### src/rtl/control_sequencer_pkg.sv
// control_sequencer_pkg: shared opcodes, FSM states, ctl/alu_op bit indices and ALU select decode.
// Package ctrl_pkg is imported by control_sequencer_if, instr_decode and control_sequencer.
package ctrl_pkg;
    localparam int ALU_W = 13;
    localparam int CTL_W = 14;

    typedef enum logic [4:0] {
        OP_ADD  = 5'b00011,
        OP_SUB  = 5'b00100,
        OP_AND  = 5'b00101,
        OP_OR   = 5'b00110,
        OP_ROR  = 5'b00111,
        OP_ROL  = 5'b01000,
        OP_SHR  = 5'b01001,
        OP_SHRA = 5'b01010,
        OP_SHL  = 5'b01011,
        OP_MUL  = 5'b01111,
        OP_DIV  = 5'b10000,
        OP_NEG  = 5'b10001,
        OP_NOT  = 5'b10010
    } opcode_t;

    typedef enum logic [2:0] {
        S_IDLE, S_T0, S_T1, S_T2, S_T3, S_T4, S_T5, S_T6
    } state_t;

    localparam int C_PCOUT    = 0;
    localparam int C_PCIN     = 1;
    localparam int C_INCPC    = 2;
    localparam int C_MARIN    = 3;
    localparam int C_MDRIN    = 4;
    localparam int C_MDROUT   = 5;
    localparam int C_READ     = 6;
    localparam int C_IRIN     = 7;
    localparam int C_YIN      = 8;
    localparam int C_ZIN      = 9;
    localparam int C_ZLOWOUT  = 10;
    localparam int C_ZHIGHOUT = 11;
    localparam int C_HIIN     = 12;
    localparam int C_LOIN     = 13;

    localparam int A_AND  = 0;
    localparam int A_OR   = 1;
    localparam int A_ADD  = 2;
    localparam int A_SUB  = 3;
    localparam int A_MUL  = 4;
    localparam int A_DIV  = 5;
    localparam int A_SHR  = 6;
    localparam int A_SHRA = 7;
    localparam int A_SHL  = 8;
    localparam int A_ROR  = 9;
    localparam int A_ROL  = 10;
    localparam int A_NEG  = 11;
    localparam int A_NOT  = 12;

    // One-hot ALU select for an opcode; all-zero means the opcode is unsupported.
    function automatic logic [ALU_W-1:0] alu_sel(input logic [4:0] op);
        alu_sel = '0;
        case (op)
            OP_ADD:  alu_sel[A_ADD]  = 1'b1;
            OP_SUB:  alu_sel[A_SUB]  = 1'b1;
            OP_AND:  alu_sel[A_AND]  = 1'b1;
            OP_OR:   alu_sel[A_OR]   = 1'b1;
            OP_ROR:  alu_sel[A_ROR]  = 1'b1;
            OP_ROL:  alu_sel[A_ROL]  = 1'b1;
            OP_SHR:  alu_sel[A_SHR]  = 1'b1;
            OP_SHRA: alu_sel[A_SHRA] = 1'b1;
            OP_SHL:  alu_sel[A_SHL]  = 1'b1;
            OP_MUL:  alu_sel[A_MUL]  = 1'b1;
            OP_DIV:  alu_sel[A_DIV]  = 1'b1;
            OP_NEG:  alu_sel[A_NEG]  = 1'b1;
            OP_NOT:  alu_sel[A_NOT]  = 1'b1;
            default: alu_sel = '0;
        endcase
    endfunction
endpackage

### src/rtl/control_sequencer_if.sv
// control_sequencer_if: sequencer bus bundle.
// Inputs to the sequencer: i_start, i_step, i_ir[31:0].
// Outputs from the sequencer: o_rout/o_rin[NUM_REGS-1:0], o_alu_op[12:0], o_ctl[13:0], o_busy, o_done, o_illegal.
interface control_sequencer_if import ctrl_pkg::*; #(parameter int NUM_REGS = 16);
    logic                i_start;
    logic                i_step;
    logic [31:0]         i_ir;
    logic [NUM_REGS-1:0] o_rout;
    logic [NUM_REGS-1:0] o_rin;
    logic [ALU_W-1:0]    o_alu_op;
    logic [CTL_W-1:0]    o_ctl;
    logic                o_busy;
    logic                o_done;
    logic                o_illegal;

    modport master (
        output i_start, i_step, i_ir,
        input  o_rout, o_rin, o_alu_op, o_ctl, o_busy, o_done, o_illegal
    );
    modport slave (
        input  i_start, i_step, i_ir,
        output o_rout, o_rin, o_alu_op, o_ctl, o_busy, o_done, o_illegal
    );
endinterface

### src/rtl/control_sequencer_decode.sv
// instr_decode: combinational IR decode into legality, unary/muldiv flags, ALU select and one-hot register selects.
// Ports: i_ir in; o_legal, o_unary, o_muldiv, o_alu_sel, o_ra_sel, o_rb_sel, o_rc_sel out.
module instr_decode import ctrl_pkg::*; #(parameter int NUM_REGS = 16) (
    input  logic [31:0]         i_ir,
    output logic                o_legal,
    output logic                o_unary,
    output logic                o_muldiv,
    output logic [ALU_W-1:0]    o_alu_sel,
    output logic [NUM_REGS-1:0] o_ra_sel,
    output logic [NUM_REGS-1:0] o_rb_sel,
    output logic [NUM_REGS-1:0] o_rc_sel
);
    logic w_unused_ir;

    assign o_alu_sel   = alu_sel(i_ir[31:27]);
    assign o_legal     = |o_alu_sel;
    assign o_unary     = o_alu_sel[A_NEG] | o_alu_sel[A_NOT];
    assign o_muldiv    = o_alu_sel[A_MUL] | o_alu_sel[A_DIV];
    assign o_ra_sel    = NUM_REGS'(1) << i_ir[26:23];
    assign o_rb_sel    = NUM_REGS'(1) << i_ir[22:19];
    assign o_rc_sel    = NUM_REGS'(1) << i_ir[18:15];
    assign w_unused_ir = ^i_ir[14:0];
endmodule

### src/rtl/control_sequencer.sv
// control_sequencer: Moore fetch/execute control FSM (IDLE, T0..T6) driving register, ALU and bus controls.
// Ports: clk, reset (synchronous, active-low), bus (control_sequencer_if.slave).
// Optional macro CTRL_STEP_EN: T0..T6 advance only when i_step=1; done/illegal pulse once per state entry.
module control_sequencer import ctrl_pkg::*; #(parameter int NUM_REGS = 16) (
    input logic               clk,
    input logic               reset,
    control_sequencer_if.slave bus
);
    state_t              r_state, w_seq, w_next;
    logic                w_adv, w_first;
    logic                w_legal, w_unary, w_muldiv;
    logic [ALU_W-1:0]    w_alu_sel, w_alu;
    logic [NUM_REGS-1:0] w_ra_sel, w_rb_sel, w_rc_sel, w_rout, w_rin;
    logic [CTL_W-1:0]    w_ctl;
    logic                w_done, w_illegal;

    instr_decode #(.NUM_REGS(NUM_REGS)) u_decode (
        .i_ir      (bus.i_ir),
        .o_legal   (w_legal),
        .o_unary   (w_unary),
        .o_muldiv  (w_muldiv),
        .o_alu_sel (w_alu_sel),
        .o_ra_sel  (w_ra_sel),
        .o_rb_sel  (w_rb_sel),
        .o_rc_sel  (w_rc_sel)
    );

`ifdef CTRL_STEP_EN
    // r_first marks the first cycle in a state so stalled states do not repeat pulses.
    logic r_first;
    always_ff @(posedge clk) begin
        if (!reset) r_first <= 1'b0;
        else        r_first <= (w_next != r_state);
    end
    assign w_adv   = (r_state == S_IDLE) || bus.i_step;
    assign w_first = r_first;
`else
    logic w_unused_step;
    assign w_unused_step = bus.i_step;
    assign w_adv         = 1'b1;
    assign w_first       = 1'b1;
`endif

    always_ff @(posedge clk) begin
        if (!reset) r_state <= S_IDLE;
        else        r_state <= w_next;
    end

    always_comb begin
        w_seq     = r_state;
        w_rout    = '0;
        w_rin     = '0;
        w_alu     = '0;
        w_ctl     = '0;
        w_done    = 1'b0;
        w_illegal = 1'b0;
        case (r_state)
            S_IDLE: w_seq = bus.i_start ? S_T0 : S_IDLE;
            S_T0: begin
                w_ctl[C_PCOUT] = 1'b1;
                w_ctl[C_MARIN] = 1'b1;
                w_ctl[C_INCPC] = 1'b1;
                w_ctl[C_PCIN]  = 1'b1;
                w_seq          = S_T1;
            end
            S_T1: begin
                w_ctl[C_READ]  = 1'b1;
                w_ctl[C_MDRIN] = 1'b1;
                w_seq          = S_T2;
            end
            S_T2: begin
                w_ctl[C_MDROUT] = 1'b1;
                w_ctl[C_IRIN]   = 1'b1;
                w_seq           = S_T3;
            end
            S_T3: begin
                if (w_legal) begin
                    w_rout       = w_rb_sel;
                    w_ctl[C_YIN] = 1'b1;
                    w_seq        = S_T4;
                end else begin
                    w_illegal = w_first;
                    w_seq     = S_IDLE;
                end
            end
            S_T4: begin
                w_rout       = w_unary ? w_rb_sel : w_rc_sel;
                w_alu        = w_alu_sel;
                w_ctl[C_ZIN] = 1'b1;
                w_seq        = S_T5;
            end
            S_T5: begin
                w_ctl[C_ZLOWOUT] = 1'b1;
                w_ctl[C_LOIN]    = w_muldiv;
                w_rin            = w_muldiv ? '0 : w_ra_sel;
                w_done           = !w_muldiv && w_first;
                w_seq            = w_muldiv ? S_T6 : S_IDLE;
            end
            S_T6: begin
                w_ctl[C_ZHIGHOUT] = 1'b1;
                w_ctl[C_HIIN]     = 1'b1;
                w_done            = w_first;
                w_seq             = S_IDLE;
            end
            default: w_seq = S_IDLE;
        endcase
        w_next = w_adv ? w_seq : r_state;
    end

    assign bus.o_rout    = w_rout;
    assign bus.o_rin     = w_rin;
    assign bus.o_alu_op  = w_alu;
    assign bus.o_ctl     = w_ctl;
    assign bus.o_busy    = (r_state != S_IDLE);
    assign bus.o_done    = w_done;
    assign bus.o_illegal = w_illegal;
endmodule

### src/flat_wrapper.sv
// flat-port wrapper written by rule: the top's interface ports become plain ports
module control_sequencer_flat import ctrl_pkg::*;
#(parameter int NUM_REGS = 16)
  (clk, reset, bus_i_start, bus_i_step, bus_i_ir, bus_o_rout, bus_o_rin, bus_o_alu_op, bus_o_ctl, bus_o_busy, bus_o_done, bus_o_illegal);
  control_sequencer_if #(.NUM_REGS(NUM_REGS)) bus_i ();
  input logic clk;
  input logic reset;
  input wire logic [$bits(bus_i.i_start)-1:0] bus_i_start;
  input wire logic [$bits(bus_i.i_step)-1:0] bus_i_step;
  input wire logic [$bits(bus_i.i_ir)-1:0] bus_i_ir;
  output wire logic [$bits(bus_i.o_rout)-1:0] bus_o_rout;
  output wire logic [$bits(bus_i.o_rin)-1:0] bus_o_rin;
  output wire logic [$bits(bus_i.o_alu_op)-1:0] bus_o_alu_op;
  output wire logic [$bits(bus_i.o_ctl)-1:0] bus_o_ctl;
  output wire logic [$bits(bus_i.o_busy)-1:0] bus_o_busy;
  output wire logic [$bits(bus_i.o_done)-1:0] bus_o_done;
  output wire logic [$bits(bus_i.o_illegal)-1:0] bus_o_illegal;
  assign bus_i.i_start = bus_i_start;
  assign bus_i.i_step = bus_i_step;
  assign bus_i.i_ir = bus_i_ir;
  assign bus_o_rout = bus_i.o_rout;
  assign bus_o_rin = bus_i.o_rin;
  assign bus_o_alu_op = bus_i.o_alu_op;
  assign bus_o_ctl = bus_i.o_ctl;
  assign bus_o_busy = bus_i.o_busy;
  assign bus_o_done = bus_i.o_done;
  assign bus_o_illegal = bus_i.o_illegal;
  control_sequencer #(.NUM_REGS(NUM_REGS)) u_core (.clk(clk), .reset(reset), .bus(bus_i));
endmodule
### config.mk
export PLATFORM = sky130hd
export DESIGN_NAME = control_sequencer_flat
export DESIGN_NICKNAME = d
export VERILOG_FILES = /design/src/rtl/control_sequencer_pkg.sv /design/src/rtl/control_sequencer_if.sv /design/src/rtl/control_sequencer_decode.sv /design/src/rtl/control_sequencer.sv /design/src/flat_wrapper.sv
export SDC_FILE = /design/constraint.sdc
export NUM_CORES = 1
export LEC_CHECK = 0
export CORE_MARGIN = 2
export CORE_UTILIZATION = 36
export CTS_BUF_LIST = sky130_fd_sc_hd__clkbuf_8
export DETAILED_ROUTE_END_ITERATION = 16
export PLACE_DENSITY_LB_ADDON = 0.05
export REMOVE_ABC_BUFFERS = 1
export SYNTH_ARGS = -nofsm -noshare
export SYNTH_HDL_FRONTEND = slang
export SYNTH_SLANG_ARGS = --single-unit
### constraint.sdc
create_clock -name clk -period 3.75 [get_ports clk]
set_input_delay 0.75 -clock clk [delete_from_list [all_inputs] [get_ports clk]]
set_output_delay 0.75 -clock clk [all_outputs]
set_load 0.02 [all_outputs]
==> flow_metrics.tcl, run 1 <==
set metrics [dict create \
    status "complete, no violations" \
    yosys.area_share.simple 0.481 \
    grt_pass1_wl_mm 5.91 \
    cp_max_fo 10 \
    vdd_ir_drop_max_uv 227 \
    numPortBuffers 81 \
    clock_path_buffers 2 \
    final_util 0.706 \
    power_density_nw_per_um2 124 \
    holdPathEnd "u_core.r_state[1]" \
    drv_slew 0 \
    place_ws_ns 0.0241 \
    reg.largest.list "u_core.r_state (3)" \
    tightest_slew_ns 0.484 \
    rows 20 \
    grt_pass1_vias 1408 \
    ys_warn_count 0 \
    synth-xor-area-share 0.00738 \
    h-tree-depth 1 \
    clk_latency_ns 0.22 \
    async_flop_share 0 \
    largest_register_ffs 3 \
    clk_pin_slew_ns 0.03 \
    die_area_um2 3770 \
    postSynthAreaPerCell_um2 5.87 \
    area_delta_synth_final_pct 84.8 \
    drtIter0Drc 105 \
    rsz0062_at_grt "no" \
    cts_made_buffers 3 \
    ys_seq_area_frac 0.0506 \
    core_area_um2 3100 \
    synthesis.area_um2 1190 \
    fin_crit_ns 3.64 \
    r2r_cells 4 \
    clockRootBuffer "clkbuf_8" \
    rrSetupSlack_ns 2.54 \
    io_pins 98 \
    fmax_ghz 0.275 \
    worst_r2r_endpoint "u_core.r_state[2]" \
    die_width_um 61.4 \
    start_util 0.382 \
    synth_top_area_cell "nor2_1" \
    cap_violations 0 \
    ys_seq_elements 3 \
    hold_depth 2 \
    finalCritPeriodShare 0.970 \
    postPlaceCellArea_um2 2090 \
    slew_headroom 0.677 \
    hold_violations 0 \
    n_antenna_cell 0 \
    required_ns 3.00 \
    worstPathArrival_ns 2.89 \
    muxShareOfSynthArea 0.00949 \
    min_from "u_core.r_state[0]" \
    synthAdderAreaFrac 0 \
    antenna_left 0 \
    grt.overflow.total 0 \
    drc 0 \
    place_congestion 0.883 \
    nNetsFinal 325 \
    fin_worst_skew_ns 0.000912 \
    synth_top_family_by_area "simple AND/OR/NAND/NOR gates" \
    setup.worst_path.start_class "input pin" \
    worst_hold_path_type "reg2reg" \
    synth-compound-area-share 0.336 \
    synth.area.top_cells "nor2_1 (12%), nor3_1 (7.2%), a21oi_1 (6.3%)" \
    totalWireLength_mm 4.01 \
    setup_slack_ns 0.111 \
    end_kind "output port" \
    antenna_found_initial 0 \
    drive_gt1_frac 0.111 \
    num_vias 1765 \
    synthCells 202 \
    place_hpwl_mm 3.08 \
    rr_startpoint "u_core.r_state[0]" \
    largest-register "u_core.r_state" \
    vias_per_cell 5.32 \
    yosysTopAreaCellShare 0.123 \
    grt_usage 0.200 \
    finalSetupViolations 0 \
    die_y_um 61.4 \
    cts_tree "done" \
    synth_edf_count 0 \
    ys.flop_type "dfxtp_1" \
    p_leak_nw 0.946 \
    cts.sinks 3 \
    first_pass_iters 4 \
    design_area_um2 2190 \
    grt_start_max_net_pins 14 \
    netlist-cell-type-count 43 \
    wl_per_cell_um 12.1 \
    path_class "in2out" \
]
[where the power goes]
group / switching, mW / internal, mW / leakage [nW]
logic: 0.0722 / 0.0667 / 0.894
registers: 0.00634 / 0.0346 / 0.0246
clock network: 0.0221 / 0.0697 / 0.0269
total: 0.101 / 0.171 / 0.946
[worst max-delay path, cell delays in order]
cell             delay (ns)
clkdlybuf4s50_1        0.59
nand2_1                0.19
a21oi_2                0.22
a22oi_2                0.11
buf_4                  0.16
buf_12                 0.13
a21oi_1                0.12
clkdlybuf4s50_1        0.61
[cell usage after synthesis (5+ instances only)]
| library cell | instances |
|---|---|
| nor2_1 | 39 |
| nand2_1 | 17 |
| nor3_1 | 17 |
| a21oi_1 | 15 |
| nand2b_1 | 12 |
| nor2b_1 | 10 |
| buf_4 | 8 |
| a32oi_1 | 7 |
| clkbuf_1 | 7 |
| o21ai_0 | 6 |
| a31oi_1 | 5 |
| inv_1 | 5 |
| o22ai_1 | 5 |
[final cells by class]
| type | count | area, um2 |
|---|---|---|
| clock buffer | 3 | 41.3 |
| clock inverter | 1 | 3.75 |
| fill | 279 | 911 |
| inverter | 5 | 18.8 |
| multi-input combinational | 174 | 1000 |
| sequential | 3 | 60.1 |
| tap | 44 | 55.1 |
| timing repair buffer | 102 | 1010 |
[cells in the final DEF, fill, tap and decap left out, drive strengths merged, types with 7 or more instances in the layout]
cell	netlist	final
nand2b	12	12
nor2b	10	10
nor3	17	17
nor2	39	39
buf	13	21
dlymetal6s2s	0	12
o21ai	10	10
clkdlybuf4s50	0	69
a32oi	7	7
nand2	17	17
a21oi	15	15
[stage by stage]
stage / instances / hold WS, ns / TNS [ns] / power, mW
global route: 332 / 0.785 / 0 / 0.290
detailed placement: 326 / 0.684 / 0 / 0.177
finish: 332 / 0.695 / 0 / 0.272
global placement: 326 / 0.680 / -0.00511 / 0.177
CTS: 330 / 0.688 / 0 / 0.272
floorplan: 182 / 0.603 / 0 / 0.100
[logic make-up (layout without fill, tap and decap cells)]
logic type | after synthesis | count (layout)
simple gates | 113 | 113
flops | 3 | 3
compound gates | 59 | 59
xor+xnor | 1 | 1
mux | 1 | 1
buf+inv | 25 | 111
[what timing repair did]
action / in CTS / in global routing
resized for setup: 0 / 15
setup endpoints to repair: 0 / 18
buffers inserted: 0 / 2
hold endpoints to repair: 0 / 0
hold buffers: 0 / 0
[how the worst max path moves through the flow]
| stage | start | to | slack [ns] | cells past startpoint |
|---|---|---|---|---|
| after CTS | bus_i_ir[28] | bus_o_rout[13] | 0.004 | 6 |
| after global placement | bus_i_ir[28] | bus_o_rout[13] | -0.005 | 6 |
| after detailed placement | bus_i_ir[27] | bus_o_rout[13] | 0.02 | 6 |
| after floorplan | bus_i_ir[27] | bus_o_rout[13] | 0.78 | 4 |
| final | bus_i_ir[27] | bus_o_rout[4] | 0.11 | 8 |
| after global routing | bus_i_ir[27] | bus_o_rout[0] | 0.005 | 8 |
[routing by layer]
metal	GRT usage	share of wire	vias to the layer above
li1	-	-	904
met1	0.257	0.44	771
met2	0.333	0.44	86
met3	0.0567	0.11	4
met4	0.0456	0.0067	0
met5	0	0	-
Power figures use the tool's default switching activity.
==> inputs of run 2 (changes only) <==
CAP_MARGIN = 25   (was not set)
GPL_ROUTABILITY_DRIVEN = 0   (was not set)
==> results of run 2 <==
No change in the layout: final DEF, timing and power equal those of run 1.
